==> src/rtl/fb_defs.sv <==
// Shared framebuffer definitions: screen geometry, command and state encodings,
// and the {y, x} address packing used by both the plot writer and the display reader.
package fb_defs;
    localparam int H_RES   = 640;
    localparam int V_RES   = 480;
    localparam int COORD_W = 10;
    localparam int COLOR_W = 4;
    localparam int ADDR_W  = 2 * COORD_W;
    localparam int ERR_W   = COORD_W + 2;

    localparam logic OP_LINE  = 1'b0;
    localparam logic OP_CLEAR = 1'b1;

    typedef enum logic [2:0] {
        ST_IDLE  = 3'd0,
        ST_SETUP = 3'd1,
        ST_DRAW  = 3'd2,
        ST_CLEAR = 3'd3,
        ST_DONE  = 3'd4
    } state_t;

    function automatic logic [ADDR_W-1:0] pack_addr(input logic [COORD_W-1:0] y,
                                                    input logic [COORD_W-1:0] x);
        return {y, x};
    endfunction
endpackage

==> src/rtl/line_stepper.sv <==
// Combinational Bresenham step: both axis decisions are taken from the same e2,
// so a diagonal move updates x, y and err together in one cycle.
module line_stepper
    import fb_defs::*;
(
    input  logic signed [ERR_W-1:0]   i_err,
    input  logic signed [ERR_W-1:0]   i_dx,
    input  logic signed [ERR_W-1:0]   i_dy,
    input  logic        [COORD_W-1:0] i_x,
    input  logic        [COORD_W-1:0] i_y,
    input  logic        [COORD_W-1:0] i_x1,
    input  logic        [COORD_W-1:0] i_y1,
    input  logic                      i_sx,
    input  logic                      i_sy,
    output logic signed [ERR_W-1:0]   o_err_next,
    output logic        [COORD_W-1:0] o_x_next,
    output logic        [COORD_W-1:0] o_y_next,
    output logic                      o_at_end
);
    logic signed [ERR_W:0]   w_e2;
    logic signed [ERR_W:0]   w_dx_ext;
    logic signed [ERR_W:0]   w_dy_ext;
    logic                    w_step_x;
    logic                    w_step_y;
    logic signed [ERR_W-1:0] w_add_x;
    logic signed [ERR_W-1:0] w_add_y;

    // e2 carries one extra bit so doubling err can never overflow
    assign w_e2     = {i_err, 1'b0};
    assign w_dx_ext = {i_dx[ERR_W-1], i_dx};
    assign w_dy_ext = {i_dy[ERR_W-1], i_dy};

    assign w_step_x = (w_e2 >= w_dy_ext);
    assign w_step_y = (w_e2 <= w_dx_ext);

    assign w_add_x    = w_step_x ? i_dy : '0;
    assign w_add_y    = w_step_y ? i_dx : '0;
    assign o_err_next = i_err + w_add_x + w_add_y;

    assign o_x_next = !w_step_x ? i_x : (i_sx ? i_x + COORD_W'(1) : i_x - COORD_W'(1));
    assign o_y_next = !w_step_y ? i_y : (i_sy ? i_y + COORD_W'(1) : i_y - COORD_W'(1));

    assign o_at_end = (i_x == i_x1) && (i_y == i_y1);
endmodule

==> src/rtl/fb_plot_writer.sv <==
// Framebuffer write-port driver: turns LINE/CLEAR commands into one registered
// pixel write per clock; off-screen line pixels are stepped but not written.
module fb_plot_writer
    import fb_defs::*;
#(
    parameter int P_H_RES = H_RES,
    parameter int P_V_RES = V_RES
) (
    input  logic               clock,
    input  logic               reset,
    input  logic               cmdValid,
    output logic               cmdReady,
    input  logic               cmdOp,
    input  logic [COORD_W-1:0] x0,
    input  logic [COORD_W-1:0] y0,
    input  logic [COORD_W-1:0] x1,
    input  logic [COORD_W-1:0] y1,
    input  logic [COLOR_W-1:0] cmdColor,
    output logic [ADDR_W-1:0]  address,
    output logic [COLOR_W-1:0] color,
    output logic               writeEnable,
    output logic               busy,
    output logic               done
);
    state_t r_state;
    state_t w_state_next;

    logic        [COORD_W-1:0] r_x0, r_y0, r_x1, r_y1;
    logic        [COLOR_W-1:0] r_cmd_color;
    logic        [COORD_W-1:0] r_x, r_y;
    logic        [COORD_W-1:0] r_cx, r_cy;
    logic signed [ERR_W-1:0]   r_err, r_dx, r_dy;
    logic                      r_sx, r_sy;

    logic        [ADDR_W-1:0]  r_address;
    logic        [COLOR_W-1:0] r_color;
    logic                      r_we;
    logic                      r_done;

    logic                      w_accept;
    logic        [COORD_W-1:0] w_adx, w_ady;
    logic signed [ERR_W-1:0]   w_setup_dx, w_setup_dy;
    logic signed [ERR_W-1:0]   w_err_next;
    logic        [COORD_W-1:0] w_x_next, w_y_next;
    logic                      w_at_end;
    logic                      w_clear_last;
    logic                      w_on_screen;

    assign cmdReady = (r_state == ST_IDLE);
    assign busy     = (r_state != ST_IDLE);
    assign w_accept = cmdValid && cmdReady;

    assign w_adx      = (r_x0 < r_x1) ? (r_x1 - r_x0) : (r_x0 - r_x1);
    assign w_ady      = (r_y0 < r_y1) ? (r_y1 - r_y0) : (r_y0 - r_y1);
    assign w_setup_dx = $signed({{(ERR_W-COORD_W){1'b0}}, w_adx});
    assign w_setup_dy = -$signed({{(ERR_W-COORD_W){1'b0}}, w_ady});

    assign w_on_screen  = (r_x < COORD_W'(P_H_RES)) && (r_y < COORD_W'(P_V_RES));
    assign w_clear_last = (r_cx == COORD_W'(P_H_RES - 1)) && (r_cy == COORD_W'(P_V_RES - 1));

    line_stepper u_line_stepper (
        .i_err      (r_err),
        .i_dx       (r_dx),
        .i_dy       (r_dy),
        .i_x        (r_x),
        .i_y        (r_y),
        .i_x1       (r_x1),
        .i_y1       (r_y1),
        .i_sx       (r_sx),
        .i_sy       (r_sy),
        .o_err_next (w_err_next),
        .o_x_next   (w_x_next),
        .o_y_next   (w_y_next),
        .o_at_end   (w_at_end)
    );

    always_ff @(posedge clock or posedge reset) begin
        if (reset) r_state <= ST_IDLE;
        else       r_state <= w_state_next;
    end

    always_comb begin
        w_state_next = r_state;
        case (r_state)
            ST_IDLE: begin
                if (w_accept) begin
                    case (cmdOp)
                        OP_LINE:  w_state_next = ST_SETUP;
                        OP_CLEAR: w_state_next = ST_CLEAR;
                        default:  w_state_next = ST_IDLE;
                    endcase
                end
            end
            ST_SETUP: w_state_next = ST_DRAW;
            ST_DRAW:  if (w_at_end) w_state_next = ST_DONE;
            ST_CLEAR: if (w_clear_last) w_state_next = ST_DONE;
            ST_DONE:  w_state_next = ST_IDLE;
            default:  w_state_next = ST_IDLE;
        endcase
    end

    always_ff @(posedge clock or posedge reset) begin
        if (reset) begin
            r_x0        <= '0;
            r_y0        <= '0;
            r_x1        <= '0;
            r_y1        <= '0;
            r_cmd_color <= '0;
            r_x         <= '0;
            r_y         <= '0;
            r_cx        <= '0;
            r_cy        <= '0;
            r_err       <= '0;
            r_dx        <= '0;
            r_dy        <= '0;
            r_sx        <= 1'b0;
            r_sy        <= 1'b0;
            r_address   <= '0;
            r_color     <= '0;
            r_we        <= 1'b0;
            r_done      <= 1'b0;
        end else begin
            r_done <= 1'b0;
            case (r_state)
                ST_IDLE: begin
                    r_we <= 1'b0;
                    if (w_accept) begin
                        r_x0        <= x0;
                        r_y0        <= y0;
                        r_x1        <= x1;
                        r_y1        <= y1;
                        r_cmd_color <= cmdColor;
                        r_cx        <= '0;
                        r_cy        <= '0;
                    end
                end
                ST_SETUP: begin
                    r_we  <= 1'b0;
                    r_dx  <= w_setup_dx;
                    r_dy  <= w_setup_dy;
                    r_sx  <= (r_x0 < r_x1);
                    r_sy  <= (r_y0 < r_y1);
                    r_err <= w_setup_dx + w_setup_dy;
                    r_x   <= r_x0;
                    r_y   <= r_y0;
                end
                ST_DRAW: begin
                    r_address <= pack_addr(r_y, r_x);
                    r_color   <= r_cmd_color;
                    r_we      <= w_on_screen;
                    r_err     <= w_err_next;
                    r_x       <= w_x_next;
                    r_y       <= w_y_next;
                end
                ST_CLEAR: begin
                    r_address <= pack_addr(r_cy, r_cx);
                    r_color   <= r_cmd_color;
                    r_we      <= 1'b1;
                    // raster order: wrap x at the right edge and advance the row
                    if (r_cx == COORD_W'(P_H_RES - 1)) begin
                        r_cx <= '0;
                        r_cy <= r_cy + COORD_W'(1);
                    end else begin
                        r_cx <= r_cx + COORD_W'(1);
                    end
                end
                ST_DONE: begin
                    r_we   <= 1'b0;
                    r_done <= 1'b1;
                end
                default: r_we <= 1'b0;
            endcase
        end
    end

    assign address     = r_address;
    assign color       = r_color;
    assign writeEnable = r_we;
    assign done        = r_done;
endmodule

==> config.mk <==
export PLATFORM = sky130hd
export DESIGN_NAME = fb_plot_writer
export DESIGN_NICKNAME = d
export VERILOG_FILES = /design/src/rtl/fb_defs.sv /design/src/rtl/line_stepper.sv /design/src/rtl/fb_plot_writer.sv
export SDC_FILE = /design/constraint.sdc
export NUM_CORES = 1
export LEC_CHECK = 0
export ABC_CLOCK_PERIOD_IN_PS = 8800
export BUFFER_PORTS_ARGS = -buffer_cell sky130_fd_sc_hd__buf_4
export CORE_ASPECT_RATIO = 1.5
export CORE_MARGIN = 2
export CORE_UTILIZATION = 60
export CTS_CLUSTER_SIZE = 8
export DETAILED_ROUTE_END_ITERATION = 8
export HOLD_SLACK_MARGIN = 0.05
export PLACE_DENSITY = 0.89
export SLEW_MARGIN = 40
export SYNTH_ARGS = -nofsm -noshare
export SYNTH_HDL_FRONTEND = slang
export SYNTH_SLANG_ARGS = --single-unit
==> constraint.sdc <==
create_clock -name clock -period 8.8 [get_ports clock]
set_input_delay 1.32 -clock clock [delete_from_list [all_inputs] [get_ports clock]]
set_output_delay 1.32 -clock clock [all_outputs]
set_load 0.05 [all_outputs]
Word level (Yosys, flattened, before mapping)
Cells that the tools add are included.

Logic and storage cells: 94. Bits in registers: 149. Output and inout port bits: 28.

Multiplexer cells: 24. Magnitude comparators: 6. Bitwise logic cells: 1. Add/subtract/negate cells: 14. Equal/unequal tests: 14. Reduce and logical (&&, ||, !) cells: 16.

Operators by type and width (count): $mux 10 (10); $pmux 10 s2 (4); $add 10x1->10 const B (4); $pmux 20 s2 (1); $sub 10x10->10 (4); $add 12x12->12 (2); $pmux 12 s2 (1); $eq 10x10->1 (2); $lt 10x10->1 (2); $sub 10x1->10 const B (2); $ge 13x12->1 (1); $le 13x11->1 (1); $add 11x12->12 (1); $mux 12 (1); $neg 10->12 (1); $pmux 3 s4 (1); $eq 10x10->1 const B (1); $eq 10x9->1 const B (1); $lt 10x10->1 const B (1); $lt 10x9->1 const B (1); $mux 3 (3); $ne 2x1->1 const B (4); $reduce_and 2->1 (4); $eq 3x2->1 const B (2); 13 further kinds (20).

Longest topological paths before layout
Gate-level depths: netlist (run 1).

Word-level depth: 5. Depth in mapped cells: 23. Gate-level depth less buffers: 22.

Cells and area by module
Synthesis (run 1) repeated with hierarchy kept, for this count alone.

Cells, all modules: 1255. Area, all modules: 11135.7 um^2.

Modules (own cells, without submodules): fb_plot_writer (seq. area each 3728.6 um^2, area each 8590.7 um^2, cells an instance 931, instances 1); line_stepper (seq. area each 0.0 um^2, area each 2544.9 um^2, cells an instance 324, instances 1).

Worst setup path before layout (run 1)
Ideal clock, no wire load.

Kind: reg-to-reg. Start: reg r_err[9]. End: reg r_err[10]. Path slack: 4221 ps. Cell stages (with the launch flop): 18. Clock period less this slack: 4579 ps. Setup time: 134 ps. Arrival time: 4445 ps. Path through: dfrtp_1 -> ha_1 -> a21o_1 -> a2111oi_0 -> a21oi_1 -> clkbuf_1 -> and2_1 -> fa_1 -> ha_1 -> and3_1 -> a221o_1 -> or4_1 -> a31o_2 -> a21oi_1 -> xor2_1 -> a22oi_1 -> nor4_1 -> o31ai_1.

Word-level cells in the longest chain between the ends: 5. Elaborated cells between the ends (all ways): 7.

Ends and longest elaborated chain: from (decl) (line fb_plot_writer.sv:32) `logic signed [ERR_W-1:0] r_err, r_dx, r_dy;`; from (signal assigned) (line fb_plot_writer.sv:143) `r_err <= w_setup_dx + w_setup_dy;`; from (signal assigned) (line fb_plot_writer.sv:151) `r_err <= w_err_next;`; $ge 13x12->1 (line line_stepper.sv:33) `assign w_step_x = (w_e2 >= w_dy_ext);`; $mux 12 (line line_stepper.sv:36) `assign w_add_x = w_step_x ? i_dy : '0;`; $add 12x12->12 (line line_stepper.sv:38) `assign o_err_next = i_err + w_add_x + w_add_y;`; $add 12x12->12 * (line line_stepper.sv:38); $pmux 12 s2 * (line fb_plot_writer.sv:124) `case (r_state)`.

Every way passes the cells marked *; elsewhere a longest branch is shown, timed or not. A chain may end at the register's enable or synchronous reset.

Worst setup path in the final report (run 1)
Start: reg r_err[5]. End: reg r_err[10].

The elaborated chain is that of the path after synthesis.

==> results of run 1 <==
-- worst min-delay path: cells and delay by family (launching register included) --
| kind | cells | cell delay [ns] |
|---|---|---|
| AND/OR/NAND/NOR | 2 | 0.10 |
| flip-flops | 1 | 0.34 |
-- layer usage --
layer | vias to the layer above | GRT usage, %
li1 | 4279 | -
met1 | 4406 | 33.2
met2 | 296 | 53.4
met3 | 110 | 5.57
met4 | 0 | 17.2
met5 | - | 0
-- cell type report --
| cell class | instances | area, um^2 | area share [%] |
|---|---|---|---|
| Clock buffer | 19 | 443 | 3.71 |
| Clock inverter | 12 | 123 | 1.03 |
| Inverter | 99 | 377 | 3.16 |
| Multi-Input combinational cell | 920 | 6370 | 53.4 |
| Sequential cell | 149 | 3730 | 31.2 |
| Tap cell | 213 | 267 | 2.23 |
| Timing Repair Buffer | 83 | 627 | 5.25 |
-- through the flow --
step	power [mW]	worst slack [ns]	instances	utilization, %	cell area (um^2)
after floorplan	0.708	3.47	1211	-	10600
after global placement	0.729	3.35	1464	65.4	11400
after detailed placement	0.729	3.45	1464	65.5	11400
after CTS	1.43	3.43	1495	68.8	11900
after global routing	1.46	3.17	1495	68.8	11900
final	1.43	3.37	1495	68.8	11900
-- power by group through the flow --
stage                     Combinational, mW  Sequential (mW)  Clock, mW
after global placement               0.0309            0.698          0
after detailed placement             0.0314            0.698          0
final                                0.0305            0.685      0.713
after global routing                 0.0348            0.685      0.744
after CTS                            0.0316            0.685      0.714
after floorplan                      0.0102            0.698          0
-- placed cells by master, fill, tap and decap left out, drive strengths merged, types with 3 or more instances in the layout --
| master | netlist | routed |
|---|---|---|
| a2111oi | 3 | 3 |
| a211oi | 9 | 9 |
| a21o | 18 | 18 |
| a21oi | 80 | 80 |
| a221o | 4 | 4 |
| a31o | 4 | 4 |
| a31oi | 5 | 5 |
| and2 | 26 | 26 |
| and3 | 10 | 10 |
| buf | 11 | 83 |
| clkbuf | 32 | 19 |
| clkinv | 0 | 5 |
| clkinvlp | 0 | 3 |
| dfrtp | 149 | 149 |
| fa | 18 | 18 |
| ha | 99 | 99 |
| inv | 99 | 102 |
| mux2 | 12 | 12 |
| mux2i | 34 | 34 |
| nand2 | 167 | 167 |
| nand2b | 6 | 6 |
| nand3 | 16 | 16 |
| nand4 | 9 | 9 |
| nor2 | 78 | 78 |
| nor2b | 12 | 12 |
| nor3 | 13 | 13 |
| nor4 | 5 | 5 |
| o211ai | 3 | 3 |
| o21a | 13 | 13 |
| o21ai | 125 | 125 |
| o21bai | 6 | 6 |
| o22ai | 9 | 9 |
| o31ai | 9 | 9 |
| or2 | 3 | 3 |
| or3 | 8 | 8 |
| xnor2 | 46 | 46 |
| xor2 | 37 | 37 |
-- cells by family (layout without fill, tap and decap cells) --
logic type               count (synthesis)  count (layout)  synth area share [%]
flip-flops                             149             149                  35.1
AO/OA/AOI/OAI                          311             311                  17.7
XOR/XNOR                                83              83                  6.98
AND/OR/NAND/NOR                        363             363                  15.6
multiplexers                            46              46                  4.47
buffers and inverters                  142             213                  5.20
adder cells (fa/ha/maj)                117             117                  15.0
-- path summary, 6_finish.rpt --
kind / endpoint / slack (ns) / depth (start not counted) / from
setup / recovery: r_err[10] / 3.37 / 17 / r_err[5]
hold / removal: color[1] / 0.47 / 2 / r_cmd_color[1]
setup reg to reg: r_err[10] / 3.37 / 17 / r_err[5]
hold reg to reg: color[1] / 0.47 / 2 / r_cmd_color[1]
max in group asynchronous: address[12] / 6.73 / 3 / reset
min in group asynchronous: r_err[2] / 0.99 / 2 / reset
==> metrics.cfg, run 1 <==
[run_status]
outcome = finished, final reports clean

[logic_synthesis]
synth_fp_nets = 1376
synthArstFlopShare_pct = 100
synth_top_area_share_pct = 35.1
synth_warnings = 0
synth_seq_area_share_pct = 35.1
syn_inst = 1211
syn_area_um2 = 10600
ys_ff_latch = 149
synth.most_common_cell = nand2_1
ys_top_cells_by_area = dfrtp_1, ha_1, nand2_1
synth_edf_count = 0
synth_top_cell_by_area = dfrtp_1
yosys_most_used_dff = dfrtp_1
avgSynthCellArea_um2 = 8.78
synthTopCellsByCount = nand2_1, dfrtp_1, o21ai_0
synth.distinct_cells = 69

[worst_setup_path]
critPathMaxStageDelay_ns = 0.53
crit_required_ns = 9.09
crit_family = compound AO/OA/AOI/OAI gates
path_cells = ha_1, nand4_1, a211oi_1, o2111ai_1, a21oi_2, and2_1, fa_1, ha_1, and3_1, a221o_1, or4_1, a31o_2, a21oi_1, xor2_1, a22oi_1, nor4_1, o31ai_1
cp.arrival_ns = 5.72
crit_fanout = 12
crit_top_cell = ha_1
critPathBufInv = 0
crit_type = flip-flop to flip-flop
cp-start-kind = flip-flop
endpoint_kind = flip-flop
cp_slowest_cell = a21oi_2

[power_and_ir_drop]
sw_frac_of_total_pct = 23.1
power.leakage_nw = 5.82
p_seq_share_pct = 48.0
peakVddDrop_v = 0.000115
p_sw_uw = 330
clock_power_share_pct = 49.9
p_int_mw = 1.10
power_density_nw_per_um2 = 120
p_comb_share_pct = 2.1

[place]
portBuffers = 75
gp_congestion = 0.947
dp.final_hpwl_mm = 20.5

[global_route]
antenna_found_initial = 0
grt_max_degree = 93
grt_first_pass_wirelength_mm = 45.0
grt_usage_pct = 30.1
grt_pass1_vias = 9343
grt_overflow_total = 0

[timing]
finalMaxSlewViolations = 0
fmax_mhz = 184
finalHoldViolations = 0
setup_viol = 0
relSlewSlack_pct = 45.5
hold_slack_ns = 0.467
final.period_utilization_pct = 61.8
min_period_ns = 5.43
setup-tns-final_ns = 0
fin_skew_ns = 0.00879
rsz0062_at_grt = false
worst_slew_pin_slew_ns = 0.796

[drt]
drt_iter0_markers = 607
wl_met3_mm = 1.18
top_layer = met4
drc = 0
wl_met2_mm = 14.3
ant_nets = 0
wl_met1_mm = 10.5
via_per_inst = 6.08
wl_per_cell_um = 18.4
routed_wl_mm = 27.6
dr_total_vias = 9091
first_pass_iters = 5

[floorplan]
row_count = 59
die_width_um = 113
fp.coreArea_um2 = 17300
die_area_um2 = 18800
die_h_um = 167
initial_core_util_pct = 61.3
io_pins = 76

[cells_and_area]
largest_register_ffs = 20
area_delta_synth_final_pct = 12.2
drive_above_1_share_pct = 11.8
n_antenna_cell = 0
n_fill_cell = 1283
nets = 1435

[hold_path]
hold_class = flip-flop to flip-flop

[clock_network]
htree_levels = 4
cts_resized = 0
cts_root_buffer = clkbuf_16
cts_sinks = 149
ctsHoldBuffers = 0
clk_latency_ns = 0.44
cts_buffer_depth = 2
clk_pin_slew_ns = 0.07
cts_setup_buffers = 0
cts_made_buffers = 17
cts_tree = yes

[job]
max_cap_violations = 0

Power figures use the tool's default switching activity.
==> run 2: changes to the inputs <==
--- a/config.mk
+++ b/config.mk
@@ -5,15 +5,15 @@
 export SDC_FILE = /design/constraint.sdc
 export NUM_CORES = 1
 export LEC_CHECK = 0
-export ABC_CLOCK_PERIOD_IN_PS = 8800
+export ABC_CLOCK_PERIOD_IN_PS = 4940
 export BUFFER_PORTS_ARGS = -buffer_cell sky130_fd_sc_hd__buf_4
 export CORE_ASPECT_RATIO = 1.5
 export CORE_MARGIN = 2
-export CORE_UTILIZATION = 60
+export CORE_UTILIZATION = 56
 export CTS_CLUSTER_SIZE = 8
 export DETAILED_ROUTE_END_ITERATION = 8
 export HOLD_SLACK_MARGIN = 0.05
-export PLACE_DENSITY = 0.89
+export PLACE_DENSITY = 0.88
 export SLEW_MARGIN = 40
 export SYNTH_ARGS = -nofsm -noshare
 export SYNTH_HDL_FRONTEND = slang
==> constraint.sdc (replaced) <==
create_clock -name clock -period 4.94 [get_ports clock]
set_input_delay 0.741 -clock clock [delete_from_list [all_inputs] [get_ports clock]]
set_output_delay 0.741 -clock clock [all_outputs]
set_load 0.05 [all_outputs]
==> run 2 against run 1 <==
- via count increased by 1.9%
- power up 81%
- core utilization is 2.2 points lower
- sequential power rose by 78%
- first-iteration DRC count rose by 1.2%
- register-to-register slack lost 3.2 ns
- critical endpoint unchanged
==> metrics.cfg, run 2 (same netlist as run 1, synthesis figures left out) <==
[floorplan]
die_area_um2 = 20100
io_pins = 76
die_h_um = 173
row_count = 61
fp.coreArea_um2 = 18500
initial_core_util_pct = 57.3
die_width_um = 117

[worst_setup_path]
critPathMaxStageDelay_ns = 0.42
path_cells = inv_1, ha_1, inv_1, fa_2, a21oi_4, o22ai_1, o31a_1, mux2i_1, ha_1, and2_2, nand2_1, xnor2_1, ha_1, inv_1, a21oi_1, o21a_1, nor2_1, o21a_1, o21ai_0, nor4_1, o31ai_1
crit_fanout = 6
cp.arrival_ns = 5.03
crit_required_ns = 5.22
endpoint_kind = flip-flop
crit_family = compound AO/OA/AOI/OAI gates
cp-start-kind = flip-flop
critPathBufInv = 3
crit_type = flip-flop to flip-flop
cp_slowest_cell = dfrtp_1

[cells_and_area]
final_common_cell = nand2_1
n_antenna_cell = 0
largest_register_ffs = 20
fin_area_um2 = 12300
area_delta_synth_final_pct = 16.1
nets = 1461
layout_common_cells = nand2_1, dfrtp_1, o21ai_0, buf_4, inv_1
drive_above_1_share_pct = 15.4
n_fill_cell = 1398

[global_route]
antenna_found_initial = 0
grt_usage_pct = 29.2
grt_first_pass_wirelength_mm = 46.3
grt_pass1_vias = 9503
grt_max_degree = 86
grt_overflow_total = 0

[clock_network]
clk_latency_ns = 0.44
cts_sinks = 149
htree_levels = 4
clk_pin_slew_ns = 0.06
cts_buffer_depth = 2
ctsHoldBuffers = 0
cts_root_buffer = clkbuf_16
cts_made_buffers = 17
cts_tree = yes

[drt]
ant_nets = 0
wl_per_cell_um = 18.3
first_pass_iters = 5
drc = 0
via_per_inst = 5.94
drt_iter0_markers = 614
dr_total_vias = 9262
routed_wl_mm = 28.6

[place]
dp.final_hpwl_mm = 21.2
placed_area_um2 = 11600
portBuffers = 75
gp_congestion = 0.910

[timing]
final.period_utilization_pct = 96.2
finalHoldViolations = 0
finalMaxSlewViolations = 0
fin_skew_ns = 0.00814
relSlewSlack_pct = 48.8
setup_viol = 0
worst_slew_pin_slew_ns = 0.767
min_period_ns = 4.75
fmax_mhz = 211

[power_and_ir_drop]
power.leakage_nw = 5.97
peakVddDrop_v = 0.000256
fin_total_pwr_mw = 2.58
power_density_nw_per_um2 = 209

[run_status]
outcome = finished, final reports clean

[job]
max_cap_violations = 0

[hold_path]
hold_class = primary input to asynchronous set/reset pin

## run 2: cell types whose count changed in the layout (fill, tap and decap cells not counted), sizes merged
| cell | previous run | this run |
|---|---|---|
| buf | 83 | 109 |
| clkinvlp | 3 | 4 |
| bufinv | 1 | 2 |
| inv | 102 | 100 |
## run 2: path summary, 6_finish.rpt
kind                       slack [ns]  cells after the start         to            from
setup / recovery                 0.19                     21  r_err[10]         r_y0[0]
hold / removal                   0.39                      2   r_err[1]           reset
setup reg to reg                 0.19                     21  r_err[10]         r_y0[0]
hold reg to reg                  0.48                      2   color[3]  r_cmd_color[3]
max in group asynchronous        3.60                      3    r_cy[7]           reset
min in group clock               0.48                      2   color[3]  r_cmd_color[3]
## run 2: area by class of cell
| cell class | instances | area, um^2 | area share, % |
|---|---|---|---|
| Inverter | 99 | 379 | 3.07 |
| Multi-Input combinational cell | 920 | 6520 | 52.8 |
| Tap cell | 252 | 315 | 2.55 |
| Sequential cell | 149 | 3730 | 30.2 |
| Timing Repair Buffer | 109 | 822 | 6.66 |
| Clock inverter | 12 | 131 | 1.06 |
| Clock buffer | 19 | 443 | 3.59 |
## run 2: metrics by stage
step                      std cells  setup TNS [ns]  util, %  hold WS (ns)  setup WS, ns
final                          1560               0     66.6         0.392         0.190
after global routing           1560          -0.166     66.6         0.451        -0.102
after CTS                      1556               0     65.5         0.478        0.0332
after detailed placement       1525               0     62.4         0.465        0.0678
after global placement         1525               0     62.4         0.450         0.155
after floorplan                1211               0        -         0.439         0.191
## run 2: repair_timing
item                       4_1_cts  5_1_grt
setup buffers                    0        4
setup endpoints to repair        0        3
resized for setup                0       35
## run 2: power by group
group	switching [mW]	internal, mW	total [mW]
registers	0	1.22	1.22
logic	0.0306	0.0249	0.0555
clock network	0.550	0.754	1.30
total	0.581	2.00	2.58
## run 2: per-layer routing
| metal | vias up | part of all wire [%] | routed length [um] | track usage [%] |
|---|---|---|---|---|
| met3 | 89 | 4.6 | 1300 | 4.63 |
| li1 | 4345 | - | - | - |
| met2 | 332 | 53 | 15200 | 51.5 |
| met4 | 0 | 5.1 | 1450 | 14.9 |
| met5 | - | 0 | 0 | 0 |
| met1 | 4496 | 37 | 10700 | 33.3 |
==> run 3: changes to the inputs <==
--- a/config.mk
+++ b/config.mk
@@ -7,6 +7,7 @@
 export LEC_CHECK = 0
 export ABC_CLOCK_PERIOD_IN_PS = 4940
 export BUFFER_PORTS_ARGS = -buffer_cell sky130_fd_sc_hd__buf_4
+export CAP_MARGIN = 20
 export CORE_ASPECT_RATIO = 1.5
 export CORE_MARGIN = 2
 export CORE_UTILIZATION = 56
==> constraint.sdc (replaced) <==
create_clock -name clock -period 4.94 [get_ports clock]
set_input_delay 0 -clock clock [delete_from_list [all_inputs] [get_ports clock]]
set_output_delay 0 -clock clock [all_outputs]
set_load 0.05 [all_outputs]
==> run 3 against run 2 <==
- the run now ends with setup timing left
- largest cell class unchanged
- sequential share of layout area is 0.98 points lower
- clock-buffer cell count is 2 lower
- worst hold slack worse by 0.17 ns
==> metrics.cfg, run 3 (same netlist as run 1, synthesis figures left out) <==
[run_status]
outcome = finished with violations
violations = setup timing

[cells_and_area]
fin_area_um2 = 12800
final_common_cell = nand2_1
n_antenna_cell = 0
layout_common_cells = nand2_1, dfrtp_1, o21ai_0, buf_4
nets = 1510
n_fill_cell = 1285
area_delta_synth_final_pct = 20.0
drive_above_1_share_pct = 14.1
utilization_pct = 68.8
largest_register_ffs = 20

[worst_setup_path]
cp.arrival_ns = 5.31
crit_fanout = 7
startpoint = r_y0[0]
endpoint = r_err[11]
cp-start-kind = flip-flop
r2r_end = r_err[11]
endpoint_kind = flip-flop
crit_type = flip-flop to flip-flop
reg2reg_depth = 21
crit_required_ns = 5.29
ff2ff_setup_slack_ns = -0.02
worstReg2RegStart = r_y0[0]

[power_and_ir_drop]
p_sw_uw = 663
peakVddDrop_v = 0.000236
power.leakage_nw = 6.19
p_int_mw = 1.94
fin_total_pwr_mw = 2.61
sw_frac_of_total_pct = 25.4
power_density_nw_per_um2 = 204
p_comb_share_pct = 3.4
clock_power_share_pct = 49.9
p_seq_share_pct = 46.7

[clock_network]
clk_latency_ns = 0.43
cts_tree = yes
cts_made_buffers = 17
clk_pin_slew_ns = 0.07
htree_levels = 4
cts_buffer_depth = 2
cts_root_buffer = clkbuf_16
cts_sinks = 149

[global_route]
grt_usage_pct = 32.1
antenna_found_initial = 0
grt_first_pass_wirelength_mm = 50.6
grt_overflow_total = 0
grt_max_degree = 97
grt_pass1_vias = 10100

[timing]
setup-tns-final_ns = -0.0189
finalMaxSlewViolations = 0
fin_skew_ns = 0.0115
fin_ws_ns = -0.0189
relSlewSlack_pct = 47.3
finalHoldViolations = 0
setup_viol = 1
fmax_mhz = 202
min_period_ns = 4.96
rsz0062_at_grt = true
final.period_utilization_pct = 100
worst_slew_pin_slew_ns = 0.788

[place]
portBuffers = 75
gp_congestion = 0.928
dp_slack_ns = 0.0818
placed_area_um2 = 11600
dp.final_hpwl_mm = 20.5

[drt]
drt_iter0_markers = 803
dr_total_vias = 9769
routed_wl_mm = 31.5
wl_per_cell_um = 19.6
ant_nets = 0
first_pass_iters = 5
drc = 0
via_per_inst = 6.07

[hold_path]
hold_class = primary input to asynchronous set/reset pin

[floorplan]
initial_core_util_pct = 57.3
die_width_um = 117
io_pins = 76
die_h_um = 173
fp.coreArea_um2 = 18500
die_area_um2 = 20100
row_count = 61

[job]
max_cap_violations = 0

run 3: changes by cell type in the layout (fill, tap and decap cells not counted), moves of 3 or more:
cell	before	now
dlygate4sd3_1	0	51
inv_6	1	6
inv_8	1	6
clkinvlp_4	4	1
run 3: how the worst min path moves through the flow:
stage                                 to  cells past startpoint  slack (ns)
final                            r_x1[4]                      3        0.22
after global routing             r_dy[2]                      3        0.31
after CTS                        r_dy[2]                      3        0.26
after detailed placement         r_dy[2]                      2        0.15
after global placement    r_cmd_color[1]                      3        0.19
after floorplan           r_cmd_color[0]                      2        0.11
run 3: power by group through the flow:
stage / sequential, mW / clock (mW) / combinational (mW)
2_1_floorplan: 1.24 / 0 / 0.0181
3_3_place_gp: 1.24 / 0 / 0.0545
3_5_place_dp: 1.24 / 0 / 0.0558
4_1_cts: 1.22 / 1.30 / 0.0860
5_1_grt: 1.22 / 1.36 / 0.0960
6_report: 1.22 / 1.30 / 0.0875
run 3: worst max-delay path, cell delays in order (launching register included):
cell,delay [ns]
dfrtp_1,0.42
inv_1,0.11
ha_1,0.21
inv_1,0.07
fa_1,0.40
a21oi_2,0.24
o22ai_1,0.13
o31a_1,0.36
buf_4,0.23
mux2i_2,0.25
xnor2_2,0.18
and2_1,0.22
nand3_1,0.15
xnor2_2,0.20
ha_1,0.28
or3_1,0.41
o211a_1,0.23
o21a_1,0.19
o21ai_1,0.17
nand2b_1,0.11
a21o_1,0.17
a31oi_1,0.14
run 3: stage by stage:
stage | hold WS (ns) | cells
floorplan | 0.105 | 1211
global route | 0.310 | 1610
finish | 0.223 | 1610
CTS | 0.263 | 1606
detailed placement | 0.155 | 1523
global placement | 0.191 | 1523
run 3: repair_timing:
action,4_1_cts,5_1_grt
hold buffers,51,0
buffers inserted,0,4
hold endpoints to repair,141,0
pin swaps,0,17
cloned,0,0
resized for setup,1,20
endpoints found under the setup margin,1,4
run 3: layout make-up:
type | count | area (um^2) | area share [%]
repair buffers | 158 | 1310 | 10.3
multi-input cells | 920 | 6440 | 50.5
flip-flops and latches | 149 | 3730 | 29.2
inverters | 99 | 379 | 2.97
well taps | 252 | 315 | 2.47
clock inverters | 15 | 154 | 1.21
clock buffers | 17 | 425 | 3.33
run 3: routing by layer:
metal	vias to the layer above	GRT usage [%]	part of all wire (%)
li1	4434	-	-
met1	4706	35.8	36
met2	459	54.4	50
met3	170	6.66	6.3
met4	0	20.5	7.6
met5	-	0	0
